**config.mk**
```make
export PLATFORM = sky130hd
export DESIGN_NAME = hazard_scoreboard
export DESIGN_NICKNAME = d
export VERILOG_FILES = /design/src/rtl/hazard_scoreboard.sv
export SDC_FILE = /design/constraint.sdc
export NUM_CORES = 1
export LEC_CHECK = 0
export BUFFER_PORTS_ARGS = -buffer_cell sky130_fd_sc_hd__buf_2
export CAP_MARGIN = 25
export CORE_MARGIN = 2
export CORE_UTILIZATION = 29
export CTS_CLUSTER_DIAMETER = 120
export CTS_CLUSTER_SIZE = 28
export DETAILED_ROUTE_END_ITERATION = 10
export PLACE_DENSITY = 0.52
export SLEW_MARGIN = 20
export SYNTH_ARGS = -nofsm -noshare
export SYNTH_HDL_FRONTEND = slang
export SYNTH_SLANG_ARGS = --single-unit
```
**constraint.sdc**
```tcl
create_clock -name clk -period 11 [get_ports clk]
set_input_delay 2.75 -clock clk [delete_from_list [all_inputs] [get_ports clk]]
set_output_delay 2.75 -clock clk [all_outputs]
set_load 0.005 [all_outputs]
```
**src/rtl/hazard_scoreboard.sv**
```systemverilog
// hazard_scoreboard
// Tracks in-flight register writers in the stages after D (1 = E, 2 = M,
// 3 = W). For each D-stage source it finds the youngest pending writer and
// decides whether to stall or which stage to forward from.
// Optional feature: define MDU_STALL_EN to add a multiply/divide busy
// counter that stalls HI/LO readers while the unit is occupied.
module hazard_scoreboard #(
   parameter int ADDR_W = 5,
   parameter int T_W    = 3,
   parameter int STAGES = 3,
   parameter int MD_LAT = 5
) (
   input  logic                        clk,
   input  logic                        reset,
   input  logic [ADDR_W-1:0]           d_rs,
   input  logic [ADDR_W-1:0]           d_rt,
   input  logic [T_W-1:0]              d_tuse_rs,
   input  logic [T_W-1:0]              d_tuse_rt,
   input  logic [ADDR_W-1:0]           d_a3,
   input  logic                        d_regwrite,
   input  logic [T_W-1:0]              d_tnew,
   input  logic                        d_is_md,
   input  logic                        md_start,
   output logic                        stall,
   output logic [$clog2(STAGES+1)-1:0] fwd_rs_sel,
   output logic [$clog2(STAGES+1)-1:0] fwd_rt_sel,
   output logic                        md_busy
);

   localparam int SEL_W = $clog2(STAGES + 1);

   // Tnew counts down as an entry ages, but never below zero.
   function automatic logic [T_W-1:0] sat_dec(input logic [T_W-1:0] t);
      return (t == '0) ? t : t - T_W'(1);
   endfunction

   // Scoreboard entries, one per tracked stage.
   logic              r_valid [1:STAGES];
   logic [ADDR_W-1:0] r_a3    [1:STAGES];
   logic [T_W-1:0]    r_tnew  [1:STAGES];

   // Values each stage will take on the next edge.
   logic              w_nxt_valid [1:STAGES];
   logic [ADDR_W-1:0] w_nxt_a3    [1:STAGES];
   logic [T_W-1:0]    w_nxt_tnew  [1:STAGES];

   // Per-source lookup: index 0 is rs, index 1 is rt.
   logic [ADDR_W-1:0] w_src_addr  [0:1];
   logic [T_W-1:0]    w_src_tuse  [0:1];
   logic              w_src_stall [0:1];
   logic [SEL_W-1:0]  w_src_sel   [0:1];

   logic w_stall;
   logic w_md_busy;
   logic w_md_stall;

   assign w_src_addr[0] = d_rs;
   assign w_src_addr[1] = d_rt;
   assign w_src_tuse[0] = d_tuse_rs;
   assign w_src_tuse[1] = d_tuse_rt;

   genvar gi;

   // Next-state of each stage: stage 1 takes the D instruction (or a bubble
   // while stalled), later stages take the aged entry of the stage before.
   generate
      for (gi = 1; gi <= STAGES; gi++) begin : g_next
         if (gi == 1) begin : g_head
            // Writes to r0 or non-writing instructions never create a hazard.
            assign w_nxt_valid[gi] = ~w_stall & d_regwrite & (d_a3 != '0);
            assign w_nxt_a3[gi]    = d_a3;
            assign w_nxt_tnew[gi]  = sat_dec(d_tnew);
         end else begin : g_body
            assign w_nxt_valid[gi] = r_valid[gi-1];
            assign w_nxt_a3[gi]    = r_a3[gi-1];
            assign w_nxt_tnew[gi]  = sat_dec(r_tnew[gi-1]);
         end
      end
   endgenerate

   // Advance the scoreboard one stage per cycle; the oldest entry drops off.
   always_ff @(posedge clk or posedge reset) begin
      if (reset) begin
         for (int k = 1; k <= STAGES; k++) begin
            r_valid[k] <= 1'b0;
            r_a3[k]    <= '0;
            r_tnew[k]  <= '0;
         end
      end else begin
         for (int k = 1; k <= STAGES; k++) begin
            r_valid[k] <= w_nxt_valid[k];
            r_a3[k]    <= w_nxt_a3[k];
            r_tnew[k]  <= w_nxt_tnew[k];
         end
      end
   end

   // Hazard evaluation, identical and independent for each source operand.
   generate
      for (gi = 0; gi < 2; gi++) begin : g_src
         logic             w_found;
         logic [SEL_W-1:0] w_stage;
         logic [T_W-1:0]   w_tnew;

         // Pick the youngest valid writer of this source; scanning from the
         // oldest stage down lets a younger match override an older one.
         always_comb begin
            w_found = 1'b0;
            w_stage = '0;
            w_tnew  = '0;
            for (int k = STAGES; k >= 1; k--) begin
               if (r_valid[k] && (r_a3[k] == w_src_addr[gi]) &&
                   (w_src_addr[gi] != '0)) begin
                  w_found = 1'b1;
                  w_stage = SEL_W'(k);
                  w_tnew  = r_tnew[k];
               end
            end
         end

         // Stall if the value arrives later than the instruction needs it;
         // forward only once the producer has the value in hand.
         assign w_src_stall[gi] = w_found & (w_tnew > w_src_tuse[gi]);
         assign w_src_sel[gi]   = (w_found && (w_tnew == '0)) ? w_stage : '0;
      end
   endgenerate

`ifdef MDU_STALL_EN
   localparam int CNT_W = $clog2(MD_LAT + 1);

   logic [CNT_W-1:0] r_md_cnt;

   // Busy down-counter; a new launch restarts the full latency.
   always_ff @(posedge clk or posedge reset) begin
      if (reset) begin
         r_md_cnt <= '0;
      end else if (md_start) begin
         r_md_cnt <= CNT_W'(MD_LAT);
      end else if (r_md_cnt != '0) begin
         r_md_cnt <= r_md_cnt - CNT_W'(1);
      end
   end

   // The launch cycle itself already counts as busy.
   assign w_md_busy  = (r_md_cnt != '0) | md_start;
   assign w_md_stall = d_is_md & w_md_busy;
`else
   localparam int unused_md_lat = MD_LAT;
   logic w_unused_md;

   assign w_unused_md = &{1'b0, md_start, d_is_md};
   assign w_md_busy   = 1'b0;
   assign w_md_stall  = 1'b0;
`endif

   assign w_stall = w_src_stall[0] | w_src_stall[1] | w_md_stall;

   // Reset forces every output low at once, without waiting for an edge.
   assign stall      = ~reset & w_stall;
   assign md_busy    = ~reset & w_md_busy;
   assign fwd_rs_sel = reset ? '0 : w_src_sel[0];
   assign fwd_rt_sel = reset ? '0 : w_src_sel[1];

endmodule

```
==> flow_metrics.env <==
export IMPL_cts_tree="yes"
export IMPL_dpl_cell_area_sq_mm=0.00205
export IMPL_synthFlopType="dfrtp_1"
export IMPL_synth_compound_area_share_pct=10.4
export IMPL_total_power_mw=0.224
export IMPL_cts_buffers=3
export IMPL_netlist_instances=184
export IMPL_ios=35
export IMPL_irDropWorstVdd_v=0.0000557
export IMPL_regToRegSetupSlack_ns=8.24
export IMPL_synth_edf_count=0
export IMPL_cts_root_buf="clkbuf_8"
export IMPL_clk_pin_slew_ns=0.09
export IMPL_async_flop_share_pct=100
export IMPL_synth_xor_area_share_pct=16.0
export IMPL_path_class="in -> out"
export IMPL_period_share_pct=74.1
export IMPL_synth_top_family_by_area="simple AND/OR/NAND/NOR gates"
export IMPL_end_kind="output pin"
export IMPL_die_height_microns=83.0
export IMPL_reg2regPathDepth=12
export IMPL_fmax_ghz=0.123
export IMPL_via_per_inst=4.70
export IMPL_synth_fp_nets=226
export IMPL_post_route_drc_count=0
export IMPL_leakage_nw=0.865
export IMPL_netlist_area_sq_mm=0.00181
export IMPL_fp_coreArea_sq_mm=0.00599
export IMPL_globalplace_congestion=0.811
export IMPL_grt_usage_pct=11.6
export IMPL_min_path_type="reg -> reg"
export IMPL_drt_total_wl_mm=3.83
export IMPL_clkSinkCount=27
export IMPL_whs_ns=0.406
export IMPL_slew_headroom_pct=53.4
export IMPL_grt_pass1_wl_mm=6.64
export IMPL_min_path_cells=0
export IMPL_dieArea_sq_mm=0.00688
export IMPL_grt_max_degree=29
export IMPL_synth_seq_area_share_pct=37.4
export IMPL_critical_path_arrival_ns=5.40
export IMPL_final_cells=292
export IMPL_area_growth_pct=15.8
export IMPL_clk_path_buf_depth=2
export IMPL_setup_violations=0
export IMPL_vias=1373
export IMPL_synthAdderAreaFrac_pct=9.00
export IMPL_clock_skew_ns=0.00290
export IMPL_fin_tns_setup_ns=0
export IMPL_place_inst=288
export IMPL_final_hold_violation_count=0
export IMPL_grt_pass1_vias=1375
export IMPL_cts_hold_buf=0
export IMPL_worstHoldEndpoint="r_valid[0]"
export IMPL_design_area_sq_mm=0.00209
export IMPL_start_util_pct=30.2
export IMPL_min_delay_start="r_valid[1]"
export IMPL_hpwlAfterDp_mm=3.17
export IMPL_ant_nets=0
export IMPL_cp_start_kind="input port"
export IMPL_first_pass_iters=4
export IMPL_final_nets=260
export IMPL_num_antenna_cells=0
export IMPL_fin_util_pct=35.0
export IMPL_yosys_area_share_simple_pct=21.0
export IMPL_regArea_sq_um=676
export IMPL_die_x_microns=83.0
export IMPL_fillCellCount=585
export IMPL_tightest_slew_ns=0.694
export IMPL_row_count=28
export IMPL_slew_violations=0
export IMPL_worstReg2RegStart="r_a3[9]"
export IMPL_reg2reg_to="r_valid[2]"
export IMPL_wl_per_cell_microns=13.1
export IMPL_synthDistinctLibCells=46
export IMPL_dp_slack_ns=2.84
export IMPL_first_iter_violations=80
export IMPL_grt_antenna_before_repair=0
export IMPL_port_buffers=31
export IMPL_drive_gt1_share_pct=24.0
export IMPL_timing_final_ws_setup_ns=2.85
export IMPL_multi_input_area_sq_mm=0.00106
export IMPL_yosys_warnings=0
export IMPL_postCtsSetupBuffers=0
export IMPL_clk_latency_ns=0.27
export IMPL_critPathMaxFanout=6
export IMPL_grt_overflow=0
export IMPL_rsz0062_at_grt="no"
export IMPL_cp_required_ns=8.25
export IMPL_ys_ff_latch=27
export IMPL_status="finished clean"
export IMPL_power_density_mw_per_mm2=107
export IMPL_synth_mux_area_share_pct=1.80
export IMPL_period_needed_ns=8.15
export IMPL_syn_area_per_cell_sq_um=9.83
export IMPL_ctsResizeCount=0
export IMPL_htreeDepth=1
export IMPL_maxCapViolCount=0
[sequential cells by signal (all words and copies together), names as in the netlist]
register / flops
r_a3: 15
r_tnew: 9
r_valid: 3
[worst max path at each step]
stage,start,to,slack [ns],cells after the start
6_report,d_rt[0],stall,2.85,14
5_1_grt,d_rt[1],stall,2.63,14
4_1_cts,d_rs[0],stall,2.83,13
3_5_place_dp,d_rs[0],stall,2.84,13
3_3_place_gp,d_rt[0],stall,2.82,14
2_1_floorplan,d_rt[0],stall,3.37,12
[final cells by class]
| cell class | count | share of cell area [%] |
|---|---|---|
| clock inverters | 1 | 0.358 |
| well taps | 75 | 4.48 |
| repair buffers | 32 | 7.77 |
| flip-flops and latches | 27 | 32.3 |
| inverters | 15 | 2.69 |
| multi-input cells | 139 | 50.5 |
| clock buffers | 3 | 1.97 |
[worst max-delay path, cell delays in order]
cell	delay, ns
buf_2	0.14
or4_4	0.56
nor2_4	0.20
nor4_4	0.10
and3_1	0.19
a32oi_1	0.13
o21ai_0	0.11
ha_1	0.30
nor2b_1	0.13
o21a_1	0.16
o21ai_0	0.16
o22ai_1	0.16
and2_1	0.19
buf_2	0.12
[placed cells by master, fill, tap and decap left out, types with 2 or more instances in the layout]
master,n
dfrtp_1,27
buf_2,31
nor3_2,2
xnor2_1,31
nor2b_1,2
a21oi_1,4
nand2b_1,2
nor2_1,10
ha_1,13
or4_4,2
nand2_1,11
inv_1,15
mux2_2,2
xor2_1,2
or3_1,3
nor4_1,5
nand3_1,4
nand4_1,6
clkbuf_8,3
nor3_1,4
o21a_1,2
a22oi_1,2
a31oi_1,3
o21ai_0,7
[power breakdown]
part           switching, mW  internal, mW
combinational         0.0248        0.0229
sequential            0.0108         0.109
clock                 0.0303        0.0256
[cell usage after synthesis, types with 3 or more instances]
cell type  instances  area share [%]
nor4_1             5             1.7
xnor2_1           31              15
o21ai_0            7             1.9
ha_1              13             9.0
a31oi_1            3             1.0
nand3_1            4             1.1
a21oi_1            4             1.1
nand4_1            6             2.1
nor2_1            10             2.1
nand2_1           11             2.3
nor3_1             4             1.1
or3_1              3             1.0
dfrtp_1           27              37
inv_1             15             3.1
[kinds of logic after synthesis]
family	Yosys count
DFF	27
xor gates and xnor gates	33
other	1
muxes	3
adders and majority gates	13
and+or+nand+nor	62
AOI/OAI and AO/OA	27
buffers and inverters	18
[metal layers]
layer / GRT usage [%] / up-vias / share of wire (%)
met5: 0 / - / 0
met1: 16.9 / 614 / 50
li1: - / 710 / -
met2: 17.1 / 45 / 43
met3: 2.49 / 4 / 5.8
met4: 3.58 / 0 / 1.3
Power figures use the tool's default switching activity.
